**config.mk**
```make
export PLATFORM = sky130hd
export DESIGN_NAME = seletor_clock_multimodo_flat
export DESIGN_NICKNAME = d
export VERILOG_FILES = /design/src/rtl/seletor_clock_multimodo_pkg.sv /design/src/rtl/seletor_clock_multimodo_if.sv /design/src/rtl/seletor_clock_multimodo_debounce_botao.sv /design/src/rtl/seletor_clock_multimodo.sv /design/src/flat_wrapper.sv
export SDC_FILE = /design/constraint.sdc
export NUM_CORES = 1
export LEC_CHECK = 0
export ABC_AREA = 1
export ABC_CLOCK_PERIOD_IN_PS = 2680
export CORE_MARGIN = 10
export CORE_UTILIZATION = 35
export DETAILED_ROUTE_END_ITERATION = 10
export GPL_TIMING_DRIVEN = 0
export HOLD_SLACK_MARGIN = 0.06
export PLACE_DENSITY = 0.53
export SETUP_SLACK_MARGIN = 0.4
export SYNTH_ARGS = -nofsm -noshare
export SYNTH_HDL_FRONTEND = slang
export SYNTH_SLANG_ARGS = --single-unit
export TNS_END_PERCENT = 10
```
**constraint.sdc**
```tcl
create_clock -name CLKFPGA -period 2.68 [get_ports CLKFPGA]
set_clock_uncertainty 0.2 [all_clocks]
set_input_delay 0.804 -clock CLKFPGA [delete_from_list [all_inputs] [get_ports CLKFPGA]]
set_output_delay 0.804 -clock CLKFPGA [all_outputs]
set_load 0.005 [all_outputs]
```
**src/rtl/seletor_clock_multimodo_pkg.sv**
```systemverilog
// Shared definitions for the multi-mode processor clock selector:
// mode encodings applied through MODO / MODO_ATUAL.
package seletor_clock_multimodo_pkg;

    typedef logic [1:0] modo_t;

    localparam modo_t MODO_LIVRE  = 2'b00;
    localparam modo_t MODO_MANUAL = 2'b01;
    localparam modo_t MODO_PASSO  = 2'b10;
    localparam modo_t MODO_PARADO = 2'b11;

endpackage

```
**src/rtl/seletor_clock_multimodo_if.sv**
```systemverilog
// Control/status bundle between the board side (buttons, mode select)
// and the clock selector that feeds the core.
interface seletor_clock_multimodo_if #(
    parameter int LARGURA_DIV    = 24,
    parameter int LARGURA_PASSOS = 8
);
    logic                      CLKManual;
    logic [1:0]                MODO;
    logic [LARGURA_DIV-1:0]    DIVISOR;
    logic [LARGURA_PASSOS-1:0] PASSOS;
    logic                      CLK;
    logic                      CLKEN;
    logic                      OCUPADO;
    logic [1:0]                MODO_ATUAL;

    modport master (
        output CLKManual, MODO, DIVISOR, PASSOS,
        input  CLK, CLKEN, OCUPADO, MODO_ATUAL
    );

    modport slave (
        input  CLKManual, MODO, DIVISOR, PASSOS,
        output CLK, CLKEN, OCUPADO, MODO_ATUAL
    );
endinterface

```
**src/rtl/seletor_clock_multimodo_debounce_botao.sv**
```systemverilog
// Push-button conditioning: 2-FF synchronizer, debounce counter and a
// one-cycle pulse on each accepted 0->1 transition.
module debounce_botao #(
    parameter int LARGURA_DEB     = 20,
    parameter int DEBOUNCE_CICLOS = 500000
) (
    input  logic CLKFPGA,
    input  logic RST,
    input  logic ENTRADA,
    output logic NIVEL,
    output logic BORDA_SUBIDA
);
    localparam logic [LARGURA_DEB-1:0] LIMITE = LARGURA_DEB'(DEBOUNCE_CICLOS - 1);

    logic [1:0]             sinc_q, sinc_d;
    logic [LARGURA_DEB-1:0] cont_q, cont_d;
    logic                   nivel_q, nivel_d;
    logic                   borda_q, borda_d;

    // The counter only runs while the synchronized input disagrees with the
    // accepted level, so any bounce back to the old level restarts it.
    always_comb begin
        sinc_d  = {sinc_q[0], ENTRADA};
        nivel_d = nivel_q;
        cont_d  = '0;
        if (sinc_q[1] != nivel_q) begin
            if (cont_q == LIMITE) begin
                nivel_d = sinc_q[1];
            end else begin
                cont_d = cont_q + 1'b1;
            end
        end
        borda_d = nivel_d & ~nivel_q;
    end

    always_ff @(posedge CLKFPGA) begin
        if (RST) begin
            sinc_q  <= '0;
            cont_q  <= '0;
            nivel_q <= 1'b0;
            borda_q <= 1'b0;
        end else begin
            sinc_q  <= sinc_d;
            cont_q  <= cont_d;
            nivel_q <= nivel_d;
            borda_q <= borda_d;
        end
    end

    assign NIVEL        = nivel_q;
    assign BORDA_SUBIDA = borda_q;
endmodule

```
**src/rtl/seletor_clock_multimodo.sv**
```systemverilog
// Multi-mode processor clock generator (livre / manual / passo / parado)
// with a registered, glitch-free CLK and a one-cycle CLKEN strobe.
module seletor_clock_multimodo
    import seletor_clock_multimodo_pkg::*;
#(
    parameter int LARGURA_DIV     = 24,
    parameter int LARGURA_DEB     = 20,
    parameter int DEBOUNCE_CICLOS = 500000,
    parameter int LARGURA_PASSOS  = 8
) (
    input  logic                        CLKFPGA,
    input  logic                        RST,
    seletor_clock_multimodo_if.slave    bus
);
    logic                      nivel, borda;
    modo_t                     modo_q, modo_d;
    logic                      clk_q, clk_d;
    logic                      clken_q, clken_d;
    logic                      ocupado_q, ocupado_d;
    logic [LARGURA_DIV-1:0]    div_q, div_d;
    logic [LARGURA_PASSOS-1:0] passos_q, passos_d;
    logic                      troca, gira, estouro;

    debounce_botao #(
        .LARGURA_DEB     (LARGURA_DEB),
        .DEBOUNCE_CICLOS (DEBOUNCE_CICLOS)
    ) u_debounce (
        .CLKFPGA      (CLKFPGA),
        .RST          (RST),
        .ENTRADA      (bus.CLKManual),
        .NIVEL        (nivel),
        .BORDA_SUBIDA (borda)
    );

    always_comb begin
        modo_d = modo_q;
        if (!clk_q && !ocupado_q) begin
            modo_d = bus.MODO;
        end
        troca   = (modo_d != modo_q);
        gira    = (modo_q == MODO_LIVRE) || ocupado_q;
        estouro = (div_q >= bus.DIVISOR);

        div_d     = '0;
        clk_d     = 1'b0;
        ocupado_d = ocupado_q;
        passos_d  = passos_q;

        if (gira) begin
            if (estouro) begin
                clk_d = ~clk_q;
            end else begin
                clk_d = clk_q;
                div_d = div_q + 1'b1;
            end
        end else if (modo_q == MODO_MANUAL) begin
            clk_d = nivel;
        end

        // A mode change only happens with CLK low; hold it there for the
        // switching cycle so the new mode starts from a clean low phase.
        if (troca) begin
            clk_d = clk_q;
            div_d = '0;
        end

        if (ocupado_q) begin
            if (clk_d && !clk_q) begin
                passos_d = passos_q - 1'b1;
            end
            if (!clk_d && clk_q && (passos_q == '0)) begin
                ocupado_d = 1'b0;
            end
        end else if ((modo_q == MODO_PASSO) && borda && (bus.PASSOS != '0)) begin
            ocupado_d = 1'b1;
            passos_d  = bus.PASSOS;
            div_d     = '0;
        end

        clken_d = clk_d & ~clk_q;
    end

    always_ff @(posedge CLKFPGA) begin
        if (RST) begin
            modo_q    <= MODO_LIVRE;
            clk_q     <= 1'b0;
            clken_q   <= 1'b0;
            ocupado_q <= 1'b0;
            div_q     <= '0;
            passos_q  <= '0;
        end else begin
            modo_q    <= modo_d;
            clk_q     <= clk_d;
            clken_q   <= clken_d;
            ocupado_q <= ocupado_d;
            div_q     <= div_d;
            passos_q  <= passos_d;
        end
    end

    assign bus.CLK        = clk_q;
    assign bus.CLKEN      = clken_q;
    assign bus.OCUPADO    = ocupado_q;
    assign bus.MODO_ATUAL = modo_q;
endmodule
```
**src/flat_wrapper.sv**
```systemverilog
// flat-port wrapper written by rule: the top's interface ports become plain ports
module seletor_clock_multimodo_flat import seletor_clock_multimodo_pkg::*;
#(
    parameter int LARGURA_DIV     = 24,
    parameter int LARGURA_DEB     = 20,
    parameter int DEBOUNCE_CICLOS = 500000,
    parameter int LARGURA_PASSOS  = 8
)
  (CLKFPGA, RST, bus_CLKManual, bus_MODO, bus_DIVISOR, bus_PASSOS, bus_CLK, bus_CLKEN, bus_OCUPADO, bus_MODO_ATUAL);
  seletor_clock_multimodo_if #(.LARGURA_DIV(LARGURA_DIV), .LARGURA_PASSOS(LARGURA_PASSOS)) bus_i ();
  input  logic CLKFPGA;
  input  logic RST;
  input wire logic [$bits(bus_i.CLKManual)-1:0] bus_CLKManual;
  input wire logic [$bits(bus_i.MODO)-1:0] bus_MODO;
  input wire logic [$bits(bus_i.DIVISOR)-1:0] bus_DIVISOR;
  input wire logic [$bits(bus_i.PASSOS)-1:0] bus_PASSOS;
  output wire logic [$bits(bus_i.CLK)-1:0] bus_CLK;
  output wire logic [$bits(bus_i.CLKEN)-1:0] bus_CLKEN;
  output wire logic [$bits(bus_i.OCUPADO)-1:0] bus_OCUPADO;
  output wire logic [$bits(bus_i.MODO_ATUAL)-1:0] bus_MODO_ATUAL;
  assign bus_i.CLKManual = bus_CLKManual;
  assign bus_i.MODO = bus_MODO;
  assign bus_i.DIVISOR = bus_DIVISOR;
  assign bus_i.PASSOS = bus_PASSOS;
  assign bus_CLK = bus_i.CLK;
  assign bus_CLKEN = bus_i.CLKEN;
  assign bus_OCUPADO = bus_i.OCUPADO;
  assign bus_MODO_ATUAL = bus_i.MODO_ATUAL;
  seletor_clock_multimodo #(.LARGURA_DIV(LARGURA_DIV), .LARGURA_DEB(LARGURA_DEB), .DEBOUNCE_CICLOS(DEBOUNCE_CICLOS), .LARGURA_PASSOS(LARGURA_PASSOS)) u_core (.CLKFPGA(CLKFPGA), .RST(RST), .bus(bus_i));
endmodule
```
### Word level (Yosys, flattened, before mapping)

Cells that the tools add are included.

* bits in registers: 61
* latch bits: 0
* RAM bits: 0
* ROM bits: 0
* bits of input ports: 37
* output and inout bits: 5
* word-level logic and storage cells: 59
* memories kept: 0

* $add $sub $neg: 3
* $mul: 0
* div/mod/pow operators: 0
* magnitude comparators: 1
* equal/unequal tests: 6
* shifts and indexed selects: 0
* multiplexer cells: 18
* bitwise operators: 5
* reduce and logical (&&, ||, !) cells: 16

Operator list (count)
* 24-bit 2-to-1 mux: 5
* 24-bit by 1-bit adder with 24-bit output, second input constant: 1
* 24-bit greater-or-equal comparator: 1
* 8-bit 2-to-1 mux: 3
* 20-bit by 1-bit adder with 20-bit output, second input constant: 1
* 20-bit by 19-bit equality test with 1-bit output, second input constant: 1
* 1-bit 2-to-1 mux: 9
* 8-bit zero test: 1
* 8-bit nonzero test: 1
* 8-bit by 1-bit subtractor with 8-bit output, second input constant: 1
* 1-bit logical AND: 6
* 1-bit zero test: 3
* 1-bit NOT: 3
* 3-bit OR reduction: 1
* 1-bit AND: 2
* 2-bit by 1-bit equality test with 1-bit output, second input constant: 1
* 2-bit equality test, second input constant: 1
* 2-bit zero test: 1
* 2-bit 2-to-1 mux: 1
* 2-bit inequality test: 1
* 2-bit inequality test, second input constant: 1
* 2-bit AND reduction: 1
* 2-bit nonzero test: 1
* 1-bit logical OR: 1
* 1-bit inequality test: 1

### Logic depth before layout (Yosys ltp)

* word-level depth: 10
* depth in mapped cells: 19
* depth with buffers taken out: 18

### Cells and area by module

From an unflattened synthesis, not the netlist that was laid out.

* cells, all modules: 562
* area, all modules: 3860.0 um^2

By module, submodules not included
* seletor_clock_multimodo: instances 1, cells each 375, area an instance 2563.7 um^2, seq. area each 740.7 um^2
* debounce_botao: instances 1, cells each 187, area an instance 1296.2 um^2, seq. area each 480.5 um^2

### Worst setup path before layout

OpenSTA, ideal clock, no wires.

* path type: input -> register
* from: input bus_DIVISOR[23]
* to: register u_core.passos_q[6]
* setup time: 0.113 ns
* arrival: 2.274 ns
* data required time: 2.367 ns
* path slack: 0.093 ns
* cell stages on the path: 16
* buffers on the path: 1
* path through: inv_1 ha_1 a21o_1 nor2_1 nand2_1 a21oi_1 nand2_1 nand2_1 nand2_1 nand2_1 nand3_2 nand2_4 buf_6 nand2_2 nand2_1 nor2_1

* cells in the longest elaborated chain, start to end: 7

Ends and longest elaborated chain
* from (decl): line flat_wrapper.sv:15 `input wire logic [$bits(bus_i.DIVISOR)-1:0] bus_DIVISOR;`
* 24-bit greater-or-equal comparator: line seletor_clock_multimodo.sv:42 `estouro = (div_q >= bus.DIVISOR);`
* 1-bit 2-to-1 mux: line seletor_clock_multimodo.sv:50 `if (estouro) begin`
* 1-bit 2-to-1 mux: line seletor_clock_multimodo.sv:49 `if (gira) begin`
* 1-bit 2-to-1 mux: line seletor_clock_multimodo.sv:62 `if (troca) begin`
* 1-bit logical AND: line seletor_clock_multimodo.sv:68 `if (clk_d && !clk_q) begin`
* 2-bit inequality test (no line)
* 2-bit AND reduction (no line)
* to (signal assigned): line seletor_clock_multimodo.sv:97 `passos_q <= passos_d;`
* to (decl): line seletor_clock_multimodo.sv:21 `logic [LARGURA_PASSOS-1:0] passos_q, passos_d;`

No other way between the ends.
A chain may end at the register's enable or synchronous reset.

### Final worst setup path

* from: input bus_DIVISOR[0]
* to: register u_core.passos_q[6]

Same word-level chain as after synthesis.

==> impl_metrics.toml <==
[global_routing]
grt_use_met2_pct = 20.5
grt_use_met1_pct = 14.8
antenna_found_initial = 0
grt_max_degree = 11
grt_pass1_wl_mm = 15.3
use_met3_pct = 3.79
grt.busiest_layer = "met2"
first_global_vias = 3446
overflow = 0
grt_use_total_pct = 12.4

[sta]
period_share_pct = 94.0
relSlewSlack_pct = 61.1
slew_violations = 0
fmaxAchievable_mhz = 397
finalSetupViolCount = 0
tns_ns = 0
rsz0062_at_grt = "yes"
worst_slew_pin_slew_ns = 0.583
hold_viol_final = 0
period_needed_ns = 2.52

[cts]
clk_path_buf_depth = 2
ctsHoldBuffers = 0
insertion_delay_ns = 0.34
cts_buffers = 9
tritoncts = "built"
htreeDepth = 3
clk_transition_reported_paths_ns = 0.07
root_buffer = "clkbuf_8"
cts.sinks = 61

[worst_setup_path]
cp.arrival_ns = 2.56
r2r-end = "u_core.passos_q[6]"
critPathLaunch = "bus_DIVISOR[0]"
crit_required_ns = 2.72
r2r.worst_path.cells = 19
crit_path_end_kind = "flop"
startpoint_type = "primary input"
critical_path_class = "in -> reg"
endpoint = "u_core.passos_q[6]"
rr_startpoint = "u_core.div_q[9]"
rrSetupSlack_ns = 0.30
critPathMaxFanout = 5

[synthesis]
ys_ff_latch = 61
synth_top_area_share_pct = 33.6
synth_cells = 522
synth_most_common_cell = "nand2_1"
synth_edf_count = 0
syn_nets = 586
synthTopCellsByArea = "dfxtp_1 34%, nand2_1 11%, ha_1 9.3%"
yosysSeqAreaShare_pct = 33.6
yosysTopAreaCell = "dfxtp_1"
synthesis.yosys.warnings = 0
ys_types = 39
syn_avg_cell_area_um2 = 6.95
syn_area_um2 = 3630
synth-async-reset-ratio_pct = 0
synthTopCellsByCount = "110 x nand2_1, 81 x inv_1, 80 x nor2_1"
synth-main-ff-cell = "dfxtp_1"

[floorplanning]
start_util_pct = 35.5
pin_count = 42
die_h_um = 122
core_area_um2 = 10200
die_area_um2 = 14800
die_w_um = 122
row_count = 37

[status]
status = "complete, no violations"

[placement]
hpwlAfterDp_mm = 6.54
place_congestion = 0.811
portBuffers = 40
place_inst = 698

[worst_hold_path]
hold_class = "reg -> reg"
min_path_cells = 2

[routing]
route.detailed.drc = 0
viasPerCell = 4.70
wl_per_cell_um = 12.4
drt-total-wl_mm = 8.95
drt_iter0_drc = 150
num_vias = 3401
dr.pass1.iters = 4
ant_nets = 0

[power_and_ir_drop]
power.density_nw_per_um2 = 365
peakVddDrop_v = 0.000245
p_leak_nw = 2.08

[layout]
drive_above_1_share_pct = 31.1
fin_cells = 724
area_growth_pct = 39.4
final_nets = 648
n_antenna_cell = 0

[job]
maxCapViolations = 0
-- sequential cells by signal (all words and copies together), names as in the netlist --
register                        cells
u_core.u_debounce.sinc_q            2
u_core.bus.OCUPADO                  1
u_core.u_debounce.NIVEL             1
u_core.u_debounce.cont_q           20
u_core.div_q                       24
u_core.u_debounce.BORDA_SUBIDA      1
u_core.bus.MODO_ATUAL               2
u_core.bus.CLK                      1
u_core.passos_q                     8
u_core.bus.CLKEN                    1
-- cell families after synthesis --
family | after synthesis | share of synthesized area, %
AO/OA/AOI/OAI | 46 | 7.38
XOR/XNOR | 18 | 4.34
adder cells (fa/ha/maj) | 27 | 9.31
buffers and inverters | 91 | 9.69
flip-flops | 61 | 33.6
multiplexers | 5 | 1.38
AND/OR/NAND/NOR | 274 | 34.3
-- where the power goes --
part           total, mW  switching (mW)  internal (mW)
combinational      0.171          0.0845         0.0861
sequential         0.915         0.00409          0.911
clock              0.762           0.356          0.406
-- worst min-delay path by stage --
stage                                startpoint                           to  slack (ns)
floorplan           u_core.u_debounce.sinc_q[0]  u_core.u_debounce.sinc_q[1]        0.19
global placement    u_core.u_debounce.sinc_q[0]  u_core.u_debounce.sinc_q[1]        0.19
detailed placement  u_core.u_debounce.sinc_q[0]  u_core.u_debounce.sinc_q[1]        0.20
finish              u_core.u_debounce.sinc_q[0]  u_core.u_debounce.sinc_q[1]        0.20
CTS                 u_core.u_debounce.sinc_q[0]  u_core.u_debounce.sinc_q[1]        0.21
global route        u_core.u_debounce.sinc_q[0]  u_core.u_debounce.sinc_q[1]        0.23
-- per-stage QoR --
stage               area [µm²]  power (mW)  hold slack [ns]  setup WS, ns  utilization, %
finish                    5060        1.85            0.203         0.162            49.5
global route              5060        1.92            0.232      0.000620            49.5
CTS                       4810        1.86            0.205         0.199            47.0
detailed placement        4480        1.09            0.196        -0.751            43.8
global placement          4480        1.09            0.193        -0.749            43.8
floorplan                 3910        1.01            0.188         0.209               -
-- cells in the final DEF (no fill, tap or decap), types with 5 or more instances in the layout --
cell              n
nor4_1            6
inv_1            58
nor3_2            5
inv_2            18
inv_4             5
nand4_1          11
xnor2_1           7
clkdlybuf4s50_1  13
nor2_1           60
xor2_1           11
mux2i_1           5
nand2_2          20
nand3_1          18
dfxtp_1          54
ha_4             22
nand3_2           6
o21ai_0          12
nor3_1           12
nand2_1          89
buf_4             8
nor2_4            6
nor2_2           20
buf_6             6
dfxtp_2           7
nand2_4           6
clkbuf_8         12
a21oi_1          19
buf_2            13
-- repair_timing --
| item | CTS | global route |
|---|---|---|
| endpoints found under the hold margin | 0 | 0 |
| buffers inserted | 9 | 1 |
| gates cloned | 1 | 0 |
| resized for setup | 120 | 70 |
| pin swaps | 48 | 25 |
| endpoints found under the setup margin | 49 | 58 |
-- cell type report --
| cell class | instances | area, µm² |
|---|---|---|
| clock inverters | 1 | 5.00 |
| inverters | 85 | 352 |
| flip-flops and latches | 61 | 1230 |
| fillers | 1020 | 5170 |
| repair buffers | 51 | 475 |
| clock buffers | 14 | 173 |
| plain buffers | 6 | 60.1 |
| well taps | 136 | 170 |
| multi-input cells | 370 | 2600 |
-- per-layer routing --
layer / vias to the layer above / wire length, µm
met3: 10 / 416
li1: 1798 / -
met5: - / 0
met2: 46 / 4310
met4: 0 / 141
met1: 1547 / 4080
-- worst max-delay path, cell delays in order --
cell and delay [ns]:
clkdlybuf4s15_1 0.17, ha_1 0.26, nand2_1 0.06, nor2_1 0.04
nand2_1 0.06, nand2_1 0.06, nor2_2 0.10, nand2_2 0.08
nand2_2 0.09, nand2_2 0.07, nand2_1 0.06, nand2_1 0.05
nand2_2 0.10, nand3_2 0.08, nand2_4 0.11, buf_12 0.11
buf_8 0.12, nand2_2 0.04, nand2_1 0.05, nor2_1 0.05
(Power assumes the default switching activity.)
